$ cat config.mk
export PLATFORM = sky130hd
export DESIGN_NAME = bellek_hakemi
export DESIGN_NICKNAME = d
export VERILOG_FILES = /design/src/rtl/bellek_hakemi_pkg.sv /design/src/rtl/bellek_hakemi_rr_hakem_2.sv /design/src/rtl/bellek_hakemi.sv
export SDC_FILE = /design/constraint.sdc
export NUM_CORES = 1
export LEC_CHECK = 0
export BUFFER_PORTS_ARGS = -buffer_cell sky130_fd_sc_hd__buf_2
export CORE_AREA = 5 5 327 329
export DETAILED_ROUTE_END_ITERATION = 8
export DIE_AREA = 0 0 332 334
export SETUP_SLACK_MARGIN = 0.15
export SKIP_CTS_REPAIR_TIMING = 1
export SLEW_MARGIN = 0
export SYNTH_ARGS = -nofsm -noshare
export SYNTH_HDL_FRONTEND = slang
export SYNTH_SLANG_ARGS = --single-unit
$ cat constraint.sdc
create_clock -name clk_i -period 1.6 [get_ports clk_i]
set_input_delay 0.16 -clock clk_i [delete_from_list [all_inputs] [get_ports clk_i]]
set_output_delay 0.16 -clock clk_i [all_outputs]
set_load 0.1 [all_outputs]
$ cat src/rtl/bellek_hakemi_pkg.sv
// Shared definitions for the main-memory arbiter (bellek_hakemi).
//  - durum_e : arbiter FSM states (BOSTA idle, ISTEK request out, YANIT awaiting response)
//  - sahip_e : transaction owner IDs (L1 instruction cache / L1 data cache)
//  - HIGH/LOW: readable single-bit constants
package bellek_hakemi_pkg;

  typedef enum logic [1:0] {
    BOSTA = 2'd0,
    ISTEK = 2'd1,
    YANIT = 2'd2
  } durum_e;

  typedef enum logic {
    SAHIP_L1B = 1'b0,
    SAHIP_L1V = 1'b1
  } sahip_e;

  localparam logic HIGH = 1'b1;
  localparam logic LOW  = 1'b0;

endpackage

$ cat src/rtl/bellek_hakemi_rr_hakem_2.sv
// Two-way round-robin picker.
//  istek[0] : L1B request, istek[1] : L1V request
//  son_sahip: owner of the most recent grant
//  izin     : one-hot grant (bit 0 L1B, bit 1 L1V), all zero when nobody asks
// A sole requester always wins; on a tie the side that was not served last wins.
module rr_hakem_2
  import bellek_hakemi_pkg::*;
(
  input  logic [1:0] istek,
  input  sahip_e     son_sahip,
  output logic [1:0] izin
);

  // Grant decode: tie broken against the last owner
  always_comb begin
    izin = 2'b00;
    case (istek)
      2'b01: izin = 2'b01;
      2'b10: izin = 2'b10;
      2'b11: begin
        if (son_sahip == SAHIP_L1V) begin
          izin = 2'b01;
        end else begin
          izin = 2'b10;
        end
      end
      default: izin = 2'b00;
    endcase
  end

endmodule

$ cat src/rtl/bellek_hakemi.sv
// bellek_hakemi: shares one main-memory port between the L1B (instruction cache)
// miss path and the L1V (data cache) miss/writeback path. One transaction is in
// flight at a time; the winning request is latched on grant, presented to memory
// from registers, and the memory response is routed back to the owner.
// Ports:
//  clk_i, rst_i             clock, synchronous active-high reset
//  l1b_istek_*/l1b_yanit_*  L1B read request channel and read response channel
//  l1v_istek_*/l1v_yanit_*  L1V read/write request channel and response channel
//  bellek_istek_*           request channel towards memory (registered)
//  bellek_yanit_*           response channel from memory
//  l1b/l1v_istek_sayac_o    wrapping counts of granted requests per side
module bellek_hakemi
  import bellek_hakemi_pkg::*;
#(
  parameter int ADRES_BIT = 32,
  parameter int VERI_BIT  = 128,
  parameter int MASKE_BIT = 16
) (
  input  logic                 clk_i,
  input  logic                 rst_i,
  input  logic                 l1b_istek_gecerli_i,
  output logic                 l1b_istek_hazir_o,
  input  logic [ADRES_BIT-1:0] l1b_istek_adres_i,
  output logic                 l1b_yanit_gecerli_o,
  output logic [VERI_BIT-1:0]  l1b_yanit_veri_o,
  input  logic                 l1b_yanit_hazir_i,
  input  logic                 l1v_istek_gecerli_i,
  output logic                 l1v_istek_hazir_o,
  input  logic [ADRES_BIT-1:0] l1v_istek_adres_i,
  input  logic                 l1v_istek_yaz_i,
  input  logic [VERI_BIT-1:0]  l1v_istek_veri_i,
  input  logic [MASKE_BIT-1:0] l1v_istek_maske_i,
  output logic                 l1v_yanit_gecerli_o,
  output logic [VERI_BIT-1:0]  l1v_yanit_veri_o,
  input  logic                 l1v_yanit_hazir_i,
  output logic                 bellek_istek_gecerli_o,
  input  logic                 bellek_istek_hazir_i,
  output logic [ADRES_BIT-1:0] bellek_istek_adres_o,
  output logic                 bellek_istek_yaz_o,
  output logic [VERI_BIT-1:0]  bellek_istek_veri_o,
  output logic [MASKE_BIT-1:0] bellek_istek_maske_o,
  input  logic                 bellek_yanit_gecerli_i,
  input  logic [VERI_BIT-1:0]  bellek_yanit_veri_i,
  output logic                 bellek_yanit_hazir_o,
  output logic [31:0]          l1b_istek_sayac_o,
  output logic [31:0]          l1v_istek_sayac_o
);

  durum_e               durum_r;
  sahip_e               son_sahip_r;
  sahip_e               sahip_r;
  logic                 istek_gecerli_r;
  logic [ADRES_BIT-1:0] adres_r;
  logic                 yaz_r;
  logic [VERI_BIT-1:0]  veri_r;
  logic [MASKE_BIT-1:0] maske_r;
  logic [31:0]          l1b_sayac_r;
  logic [31:0]          l1v_sayac_r;
  logic [1:0]           izin_s;
  logic                 yanit_el_sikisma_s;

  rr_hakem_2 u_hakem (
    .istek     ({l1v_istek_gecerli_i, l1b_istek_gecerli_i}),
    .son_sahip (son_sahip_r),
    .izin      (izin_s)
  );

  // The memory request is driven purely from the latched copy so it stays stable under backpressure
  assign bellek_istek_gecerli_o = istek_gecerli_r;
  assign bellek_istek_adres_o   = adres_r;
  assign bellek_istek_yaz_o     = yaz_r;
  assign bellek_istek_veri_o    = veri_r;
  assign bellek_istek_maske_o   = maske_r;
  assign l1b_istek_sayac_o      = l1b_sayac_r;
  assign l1v_istek_sayac_o      = l1v_sayac_r;

  // Response data goes straight through; only the owner's valid is raised, so the other side ignores it
  assign l1b_yanit_veri_o = bellek_yanit_veri_i;
  assign l1v_yanit_veri_o = bellek_yanit_veri_i;

  assign yanit_el_sikisma_s = (durum_r == YANIT) && bellek_yanit_gecerli_i && bellek_yanit_hazir_o;

  // Grant acceptance and response routing towards the caches
  always_comb begin
    l1b_istek_hazir_o    = LOW;
    l1v_istek_hazir_o    = LOW;
    l1b_yanit_gecerli_o  = LOW;
    l1v_yanit_gecerli_o  = LOW;
    bellek_yanit_hazir_o = LOW;
    if (durum_r == BOSTA) begin
      l1b_istek_hazir_o = izin_s[0];
      l1v_istek_hazir_o = izin_s[1];
    end else begin
      l1b_istek_hazir_o = LOW;
      l1v_istek_hazir_o = LOW;
    end
    // A memory response arriving outside YANIT is a protocol violation and is never consumed
    if (durum_r == YANIT) begin
      if (sahip_r == SAHIP_L1B) begin
        l1b_yanit_gecerli_o  = bellek_yanit_gecerli_i;
        bellek_yanit_hazir_o = l1b_yanit_hazir_i;
      end else begin
        l1v_yanit_gecerli_o  = bellek_yanit_gecerli_i;
        bellek_yanit_hazir_o = l1v_yanit_hazir_i;
      end
    end else begin
      bellek_yanit_hazir_o = LOW;
    end
  end

  // Arbiter FSM: grant and latch, hold request until accepted, wait for the single response
  always_ff @(posedge clk_i) begin
    if (rst_i) begin
      durum_r         <= BOSTA;
      son_sahip_r     <= SAHIP_L1V;
      sahip_r         <= SAHIP_L1B;
      istek_gecerli_r <= LOW;
      adres_r         <= {ADRES_BIT{1'b0}};
      yaz_r           <= LOW;
      veri_r          <= {VERI_BIT{1'b0}};
      maske_r         <= {MASKE_BIT{1'b0}};
      l1b_sayac_r     <= 32'd0;
      l1v_sayac_r     <= 32'd0;
    end else begin
      case (durum_r)
        BOSTA: begin
          if (izin_s[0]) begin
            adres_r         <= l1b_istek_adres_i;
            yaz_r           <= LOW;
            veri_r          <= {VERI_BIT{1'b0}};
            maske_r         <= {MASKE_BIT{1'b0}};
            sahip_r         <= SAHIP_L1B;
            son_sahip_r     <= SAHIP_L1B;
            l1b_sayac_r     <= l1b_sayac_r + 32'd1;
            istek_gecerli_r <= HIGH;
            durum_r         <= ISTEK;
          end else if (izin_s[1]) begin
            adres_r         <= l1v_istek_adres_i;
            yaz_r           <= l1v_istek_yaz_i;
            veri_r          <= l1v_istek_veri_i;
            maske_r         <= l1v_istek_maske_i;
            sahip_r         <= SAHIP_L1V;
            son_sahip_r     <= SAHIP_L1V;
            l1v_sayac_r     <= l1v_sayac_r + 32'd1;
            istek_gecerli_r <= HIGH;
            durum_r         <= ISTEK;
          end else begin
            durum_r <= BOSTA;
          end
        end
        ISTEK: begin
          if (bellek_istek_hazir_i) begin
            istek_gecerli_r <= LOW;
            durum_r         <= YANIT;
          end else begin
            durum_r <= ISTEK;
          end
        end
        YANIT: begin
          if (yanit_el_sikisma_s) begin
            durum_r <= BOSTA;
          end else begin
            durum_r <= YANIT;
          end
        end
        default: begin
          istek_gecerli_r <= LOW;
          durum_r         <= BOSTA;
        end
      endcase
    end
  end

endmodule

==> results of run 1 <==
==> routing by layer <==
layer | vias up | wire [um] | global-route usage
li1 | 5572 | - | -
met1 | 5821 | 26800 | 0.108
met2 | 753 | 30500 | 0.136
met3 | 162 | 7060 | 0.0471
met4 | 2 | 2820 | 0.0299
met5 | - | 13 | 0
==> Yosys cell counts (8+ instances only) <==
library cell	instances	share of area
sky130_fd_sc_hd__a21oi_1	27	0.012
sky130_fd_sc_hd__a22oi_1	145	0.094
sky130_fd_sc_hd__a311oi_1	32	0.024
sky130_fd_sc_hd__and2_1	8	0.0043
sky130_fd_sc_hd__and4_1	8	0.0060
sky130_fd_sc_hd__buf_2	26	0.011
sky130_fd_sc_hd__buf_4	268	0.17
sky130_fd_sc_hd__clkbuf_1	47	0.015
sky130_fd_sc_hd__dfxtp_1	246	0.42
sky130_fd_sc_hd__inv_1	13	0.0042
sky130_fd_sc_hd__mux2_1	12	0.012
sky130_fd_sc_hd__mux2_2	13	0.013
sky130_fd_sc_hd__nand2_1	53	0.017
sky130_fd_sc_hd__nand3_1	52	0.022
sky130_fd_sc_hd__nand4_1	13	0.0070
sky130_fd_sc_hd__nor2_1	222	0.072
sky130_fd_sc_hd__nor2b_1	28	0.015
sky130_fd_sc_hd__nor3_1	9	0.0039
sky130_fd_sc_hd__nor4_1	16	0.0086
sky130_fd_sc_hd__o21ai_0	13	0.0056
sky130_fd_sc_hd__o31ai_1	13	0.0084
sky130_fd_sc_hd__or3_1	10	0.0054
sky130_fd_sc_hd__or4_1	13	0.0084
sky130_fd_sc_hd__xor2_1	10	0.0075
==> cell type report <==
type | count | area (um2) | share of cell area
repair buffers | 894 | 7930 | 0.366
multi-input cells | 731 | 5730 | 0.264
flip-flops and latches | 246 | 5170 | 0.239
well taps | 1380 | 1730 | 0.0797
clock buffers | 42 | 931 | 0.0430
clock inverters | 12 | 124 | 0.00572
inverters | 13 | 52.6 | 0.00243
==> critical path, cell delays in order (launching register included) <==
cell	delay (ps)
sky130_fd_sc_hd__dfxtp_4	360
sky130_fd_sc_hd__a211oi_4	220
sky130_fd_sc_hd__and2_4	310
sky130_fd_sc_hd__buf_12	170
sky130_fd_sc_hd__buf_12	170
==> path summary, 6_finish.rpt <==
check / start / end / slack, ps / cells after the start
max: son_sahip_r / l1v_istek_hazir_o / -410 / 4
min: bellek_yanit_gecerli_i / durum_r[1] / 1 / 4
max reg2reg: son_sahip_r / bellek_istek_veri_o[8] / -340 / 11
min reg2reg: bellek_istek_adres_o[7] / bellek_istek_adres_o[7] / 490 / 2
==> kinds of logic (layout without fill, tap and decap cells) <==
family | Yosys count | after routing | synth area share
flops | 246 | 246 | 0.423
mux | 28 | 28 | 0.0268
fa+ha+maj | 2 | 2 | 0.00215
compound gates | 234 | 235 | 0.147
simple gates | 450 | 453 | 0.185
buf+inv | 361 | 961 | 0.206
xor+xnor | 13 | 13 | 0.00979
==> power breakdown <==
part	leakage (nW)	switching [mW]	total, mW	internal [mW]
Sequential	2.06	0.270	6.62	6.35
Combinational	6.41	4.24	6.45	2.21
Clock	0.516	3.04	7.40	4.36
Total	8.98	7.55	20.5	12.9
==> sequential cells by signal, summed over array words and instances, names as in the netlist <==
register                flops
bellek_istek_adres_o       32
bellek_istek_gecerli_o      1
bellek_istek_maske_o       16
bellek_istek_veri_o       128
bellek_istek_yaz_o          1
durum_r                     2
l1b_istek_sayac_o          32
l1v_istek_sayac_o          32
sahip_r                     1
son_sahip_r                 1
==> cell usage in the layout, fill, tap and decap left out, types with 9 or more instances in the layout <==
cell type	synthesis	routed
sky130_fd_sc_hd__a311oi_2	0	24
sky130_fd_sc_hd__buf_6	1	66
sky130_fd_sc_hd__nor2b_1	28	26
sky130_fd_sc_hd__mux2_4	0	15
sky130_fd_sc_hd__a22oi_2	0	79
sky130_fd_sc_hd__nor2_4	0	28
sky130_fd_sc_hd__o21ai_0	13	12
sky130_fd_sc_hd__clkbuf_16	0	60
sky130_fd_sc_hd__nand3_1	52	50
sky130_fd_sc_hd__nand2_1	53	47
sky130_fd_sc_hd__a21oi_1	27	18
sky130_fd_sc_hd__buf_2	26	414
sky130_fd_sc_hd__xor2_1	10	10
sky130_fd_sc_hd__or3_1	10	9
sky130_fd_sc_hd__a21oi_2	0	9
sky130_fd_sc_hd__nand4_1	13	13
sky130_fd_sc_hd__nor2_1	222	193
sky130_fd_sc_hd__buf_4	268	93
sky130_fd_sc_hd__a22oi_1	145	66
sky130_fd_sc_hd__o31ai_1	13	11
sky130_fd_sc_hd__dlygate4sd3_1	0	211
sky130_fd_sc_hd__dfxtp_4	0	62
sky130_fd_sc_hd__nor4_4	0	12
sky130_fd_sc_hd__inv_1	13	12
sky130_fd_sc_hd__dfxtp_1	246	176
sky130_fd_sc_hd__buf_12	0	74
==> impl_table.tex, run 1 <==
\begin{tabular}{lr}
\hline
Metric & Value \\
\hline
\multicolumn{2}{l}{\textbf{Status}} \\
Result of the run & finished with violations \\
Violations in the final reports & setup timing \\
\multicolumn{2}{l}{\textbf{Clock network}} \\
Clock Latency Late Sink & 620 ps \\
Maximum root-to-sink buffer count & 3 \\
Number of buffers created by CTS & 31 \\
CTS HTree Levels & 1 \\
TritonCTS sink count & about 250 \\
Buffer cell driving the clock tree root & sky130\_fd\_sc\_hd\_\_clkbuf\_16 \\
Clock-pin transition on the worst setup and hold timing paths & roughly 60 ps \\
CTS tree & yes \\
\multicolumn{2}{l}{\textbf{Timing}} \\
Clock period minus final worst setup slack & 2010 ps \\
Final TNS setup & -33,310 ps \\
Endpoints failing setup & 225 \\
Worst hold slack & 1.23 ps \\
Setup repair after global routing missed its margin & true \\
Post-route clock skew & approximately 38 ps \\
Fraction of the cycle the final worst path needs & 1.26 \\
Worst max-slew margin expressed relative to the limit & 0.592 \\
Slew of the pin with the lowest slew margin & 610 ps \\
Final WS setup & -415 ps \\
Slew Viols, Final & 0 \\
Final Hold Vio Count & 0 \\
Maximum frequency from static timing analysis & 496 MHz \\
\multicolumn{2}{l}{\textbf{Routing}} \\
Via count of the routed design & 12,300 \\
Vias per std cell & 3.71 \\
Iter 0 DRT Violations & about 610 \\
Remaining design rule violation count & 0 \\
WL/cell & 20.2 um \\
First-pass DRT Iterations & 5 \\
Count of nets left with antenna violations after detail routing & 0 \\
Overall routed net length & 67,200 um \\
\multicolumn{2}{l}{\textbf{Finish}} \\
Area growth from synthesis to layout & 86.2\% \\
Fraction of final layout cells sized beyond drive strength 1 & 0.537 \\
Final \#Nets & 2,264 \\
Post-route cell area & 21,700 um2 \\
Share of the core filled with cells & 0.210 \\
Total of fill cells in the finished design & $\sim$11,000 \\
Number of diodes & 0 \\
Number of standard cells in the final layout excluding fillers & 3,318 \\
\multicolumn{2}{l}{\textbf{Global route}} \\
Number of global-route vias before repair & roughly 10,000 \\
Overflow left after global routing & 0 \\
Global-route wire length before repair & 74,300 um \\
Antenna violations before repair & 7 \\
Largest net degree at the start of global routing & 73 \\
Overall Global Routing Usage & 0.0891 \\
\multicolumn{2}{l}{\textbf{Synth}} \\
Distinct cell type count after synthesis & between 40 and 50 \\
Post-Syn Nets & $\sim$1,700 \\
EDFF count, synth & 0 \\
Mean cell area of the mapped netlist & 8.72 um2 \\
Async SR Flop Fraction & 0 \\
Mapped Area & about 12,000 um2 \\
Share of the yosys chip area belonging to registers & 0.423 \\
Primary flip-flop cell chosen by synthesis mapping & sky130\_fd\_sc\_hd\_\_dfxtp\_1 \\
Gate count after technology mapping & 1,334 \\
Count of state elements after synthesis & 246 \\
Yosys warns & 0 \\
\multicolumn{2}{l}{\textbf{Pwr}} \\
Cell area power density & 945 nW/um2 \\
Total power of the final layout & between 20 and 25 mW \\
Peak supply drop & 663 uV \\
Leakage power total & 8.98 nW \\
\multicolumn{2}{l}{\textbf{Placement}} \\
Post-detail-place hpwl & 42,800 um \\
Pre-CTS setup slack & -152 ps \\
Global placer's final weighted congestion & 0.784 \\
Number of placed cells counting well taps & roughly 3,000 \\
Number of input and output port buffers inserted & between 400 and 500 \\
Cell area after placement & $\sim$15,000 um2 \\
\multicolumn{2}{l}{\textbf{Floorplan}} \\
Initial core utilization & 0.113 \\
Die ar. & 111,000 um2 \\
Number of top-level pins & 848 \\
Overall die width & approximately 330 um \\
Row count & 118 \\
Area of the placeable core & just over 100,000 um2 \\
Vertical die dimension & about 330 um \\
\multicolumn{2}{l}{\textbf{Min path}} \\
Hold Path Class & input port to flip-flop \\
\multicolumn{2}{l}{\textbf{Worst setup path}} \\
Maximum fanout along the worst path & 7 \\
Kind of start point of the critical path & flip-flop \\
Endpoint required time on the critical path & 1440 ps \\
Arrival time worst endpoint & 1850 ps \\
Critical path capture point type & output port \\
Classification of the worst setup path & flip-flop to output port \\
\multicolumn{2}{l}{\textbf{Job}} \\
Number of maximum-capacitance constraint violations & 0 \\
\hline
\end{tabular}
(Power assumes the default switching activity.)
==> run 2: changes to the inputs <==
- PLACE_DENSITY_LB_ADDON: default -> 0.12
==> run 2 against run 1 <==
Against the previous run: the run still ends with setup timing left; count of clock-buffer cells in the layout grew 7; global-route usage about the same; critical path type unchanged; non-clock buffer count down 18; combinational power decreased by 12%; largest cell class unchanged.
==> impl_table.tex, run 2 (synthesis results as in run 1) <==
\begin{tabular}{lr}
\hline
Metric & Value \\
\hline
\multicolumn{2}{l}{\textbf{Routing}} \\
Remaining design rule violation count & 0 (unchanged) \\
First-pass DRT Iterations & 4 (was 5) \\
Iter 0 DRT Violations & 414 (was 607) \\
WL/cell & 17.7 um (was 20.2 um) \\
Count of nets left with antenna violations after detail routing & 0 (unchanged) \\
Vias per std cell & 3.54 (was 3.71) \\
Via count of the routed design & 11,700 (was 12,300) \\
Overall routed net length & 58,700 um (was 67,200 um) \\
\multicolumn{2}{l}{\textbf{Timing}} \\
Post-route clock skew & 11.5 ps (was 37.8 ps) \\
Final WS setup & -442 ps (was -415 ps) \\
Final Hold Vio Count & 0 (unchanged) \\
Final TNS setup & -24,910 ps (was -33,310 ps) \\
Worst max-slew margin expressed relative to the limit & 0.597 (was 0.592) \\
Fraction of the cycle the final worst path needs & 1.28 (was 1.26) \\
Slew Viols, Final & 0 (unchanged) \\
Maximum frequency from static timing analysis & 490 MHz (was 496 MHz) \\
Clock period minus final worst setup slack & 2040 ps (was 2010 ps) \\
Endpoints failing setup & 276 (was 225) \\
Setup repair after global routing missed its margin & true (unchanged) \\
Slew of the pin with the lowest slew margin & 608 ps (was 610 ps) \\
\multicolumn{2}{l}{\textbf{Finish}} \\
Final \#Nets & 2,250 (was 2,264) \\
Number of standard cells in the final layout excluding fillers & 3,310 (was 3,318) \\
Post-route cell area & 20,100 um2 (was 21,700 um2) \\
Flip-flop count of the largest register, all copies and words added & 128 (unchanged) \\
Leading cell type in the layout, fill and taps excluded & sky130\_fd\_sc\_hd\_\_buf\_2 (unchanged) \\
Area growth from synthesis to layout & 72.6\% (was 86.2\%) \\
Most frequent cells in the layout & sky130\_fd\_sc\_hd\_\_buf\_2 (453), sky130\_fd\_sc\_hd\_\_nor2\_1 (219), sky130\_fd\_sc\_hd\_\_dlygate4sd3\_1 (210), sky130\_fd\_sc\_hd\_\_dfxtp\_1 (181), sky130\_fd\_sc\_hd\_\_buf\_4 (133) (was sky130\_fd\_sc\_hd\_\_buf\_2 (414), sky130\_fd\_sc\_hd\_\_dlygate4sd3\_1 (211), sky130\_fd\_sc\_hd\_\_nor2\_1 (193), sky130\_fd\_sc\_hd\_\_dfxtp\_1 (176), sky130\_fd\_sc\_hd\_\_buf\_4 (93)) \\
Fraction of final layout cells sized beyond drive strength 1 & 0.482 (was 0.537) \\
\multicolumn{2}{l}{\textbf{Worst setup path}} \\
Slowest library cell on the worst path & sky130\_fd\_sc\_hd\_\_dfxtp\_4 (unchanged) \\
Critical Path, Cell by Cell & a211oi\_4 -> buf\_6 -> and2\_4 -> buf\_12 -> buf\_12 (was a211oi\_4 -> and2\_4 -> buf\_12 -> buf\_12) \\
Number of buffers and inverters on the critical path & 3 (was 2) \\
Arrival time worst endpoint & 1880 ps (was 1850 ps) \\
Top cell family by delay on the critical path & buffers and inverters (was flip-flops) \\
Startpoint of the most critical register-to-register path & durum\_r[0] (was son\_sahip\_r) \\
Top cell by count, worst path & sky130\_fd\_sc\_hd\_\_buf\_12 (unchanged) \\
Kind of start point of the critical path & flip-flop (unchanged) \\
Largest stage delay, worst path & 370 ps (was 360 ps) \\
Total stage count of the critical path & 5 (was 4) \\
Critical path capture point type & output port (unchanged) \\
Number of cells on the worst reg-to-reg path & 7 (was 11) \\
Launch point of the worst path & durum\_r[0] (was son\_sahip\_r) \\
Endpoint required time on the critical path & 1440 ps (about the same) \\
Classification of the worst setup path & flip-flop to output port (unchanged) \\
Maximum fanout along the worst path & 8 (was 7) \\
\multicolumn{2}{l}{\textbf{Min path}} \\
Number of cells traversed by the worst hold path & 2 (was 4) \\
Hold Path Class & input port to flip-flop (unchanged) \\
Worst hold path startpoint & rst\_i (was bellek\_yanit\_gecerli\_i) \\
\multicolumn{2}{l}{\textbf{Clock network}} \\
Maximum root-to-sink buffer count & 3 (unchanged) \\
Buffer cell driving the clock tree root & sky130\_fd\_sc\_hd\_\_clkbuf\_16 (unchanged) \\
Number of buffers created by CTS & 37 (was 31) \\
CTS tree & yes (unchanged) \\
Clock Latency Late Sink & 570 ps (was 620 ps) \\
Clock-pin transition on the worst setup and hold timing paths & 50 ps (was 60 ps) \\
CTS HTree Levels & 2 (was 1) \\
TritonCTS sink count & 246 (unchanged) \\
\multicolumn{2}{l}{\textbf{Placement}} \\
Cell area after placement & 15,100 um2 (was 15,000 um2) \\
Number of placed cells counting well taps & 2,959 (was 2,952) \\
Number of input and output port buffers inserted & 463 (unchanged) \\
Post-detail-place hpwl & 38,900 um (was 42,800 um) \\
Global placer's final weighted congestion & 0.709 (was 0.784) \\
\multicolumn{2}{l}{\textbf{Floorplan}} \\
Row count & 118 (unchanged) \\
Vertical die dimension & 334 um (unchanged) \\
Number of top-level pins & 848 (unchanged) \\
Overall die width & 332 um (unchanged) \\
Area of the placeable core & 103,000 um2 (unchanged) \\
Die ar. & 111,000 um2 (unchanged) \\
Initial core utilization & 0.113 (unchanged) \\
\multicolumn{2}{l}{\textbf{Global route}} \\
Largest net degree at the start of global routing & 73 (unchanged) \\
Number of global-route vias before repair & 10,900 (was 10,400) \\
Overflow left after global routing & 0 (unchanged) \\
Antenna violations before repair & 5 (was 7) \\
Global-route wire length before repair & 75,400 um (was 74,300 um) \\
Overall Global Routing Usage & 0.0893 (was 0.0891) \\
\multicolumn{2}{l}{\textbf{Pwr}} \\
Peak supply drop & 600 uV (was 663 uV) \\
Cell area power density & 1030 nW/um2 (was 945 nW/um2) \\
Leakage power total & 8.62 nW (was 8.98 nW) \\
\multicolumn{2}{l}{\textbf{Job}} \\
Number of maximum-capacitance constraint violations & 0 (unchanged) \\
\multicolumn{2}{l}{\textbf{Status}} \\
Violations in the final reports & setup timing (unchanged) \\
Result of the run & finished with violations (unchanged) \\
\hline
\end{tabular}
run 2: cell types whose count changed in the layout (fill, tap and decap cells not counted), moves of 26 or more:
cell	delta
sky130_fd_sc_hd__buf_12	-46
sky130_fd_sc_hd__buf_6	-43
sky130_fd_sc_hd__buf_4	+40
sky130_fd_sc_hd__buf_2	+39
sky130_fd_sc_hd__a22oi_1	+31
sky130_fd_sc_hd__a22oi_2	-31
sky130_fd_sc_hd__nor2_1	+26
sky130_fd_sc_hd__nor2_4	-26
run 2: per-layer routing:
layer  track usage  vias up  part of all wire
met5             0        -           0.00070
met4        0.0321        6             0.027
met3        0.0526      114              0.10
met2         0.134      448              0.45
met1         0.105     5594              0.42
li1              -     5560                 -
run 2: report_power, final:
group / leakage [nW] / internal (mW) / switching (mW)
Clock: 0.601 / 5.00 / 3.40
Sequential: 2.05 / 6.35 / 0.204
Combinational: 5.96 / 1.86 / 3.83
run 2: final timing paths:
check                                                 to  slack [ps]
worst max-delay path                   l1v_istek_hazir_o        -440
worst min-delay path                l1b_istek_sayac_o[3]          60
worst max register to register     l1v_istek_sayac_o[29]        -200
worst min register to register  bellek_istek_adres_o[19]         490
run 2: layout make-up:
| type | count | area (um2) |
|---|---|---|
| Antenna cell | 3 | 7.51 |
| Clock buffer | 49 | 1060 |
| Clock inverter | 14 | 141 |
| Fill cell | 11500 | 83100 |
| Inverter | 13 | 52.6 |
| Multi-Input combinational cell | 729 | 5080 |
| Sequential cell | 246 | 5160 |
| Tap cell | 1380 | 1730 |
| Timing Repair Buffer | 876 | 6850 |
run 2: metrics by stage:
step           setup slack, ps   util  power, mW  hold WS [ps]
4_1_cts                   -830  0.158       19.9          -234
6_report                  -442  0.195       20.7          57.1
5_1_grt                   -562  0.194       21.7          52.5
3_3_place_gp              -185  0.146       11.1           321
3_5_place_dp              -195  0.146       11.1           321
2_1_floorplan             -240      -       12.9           312
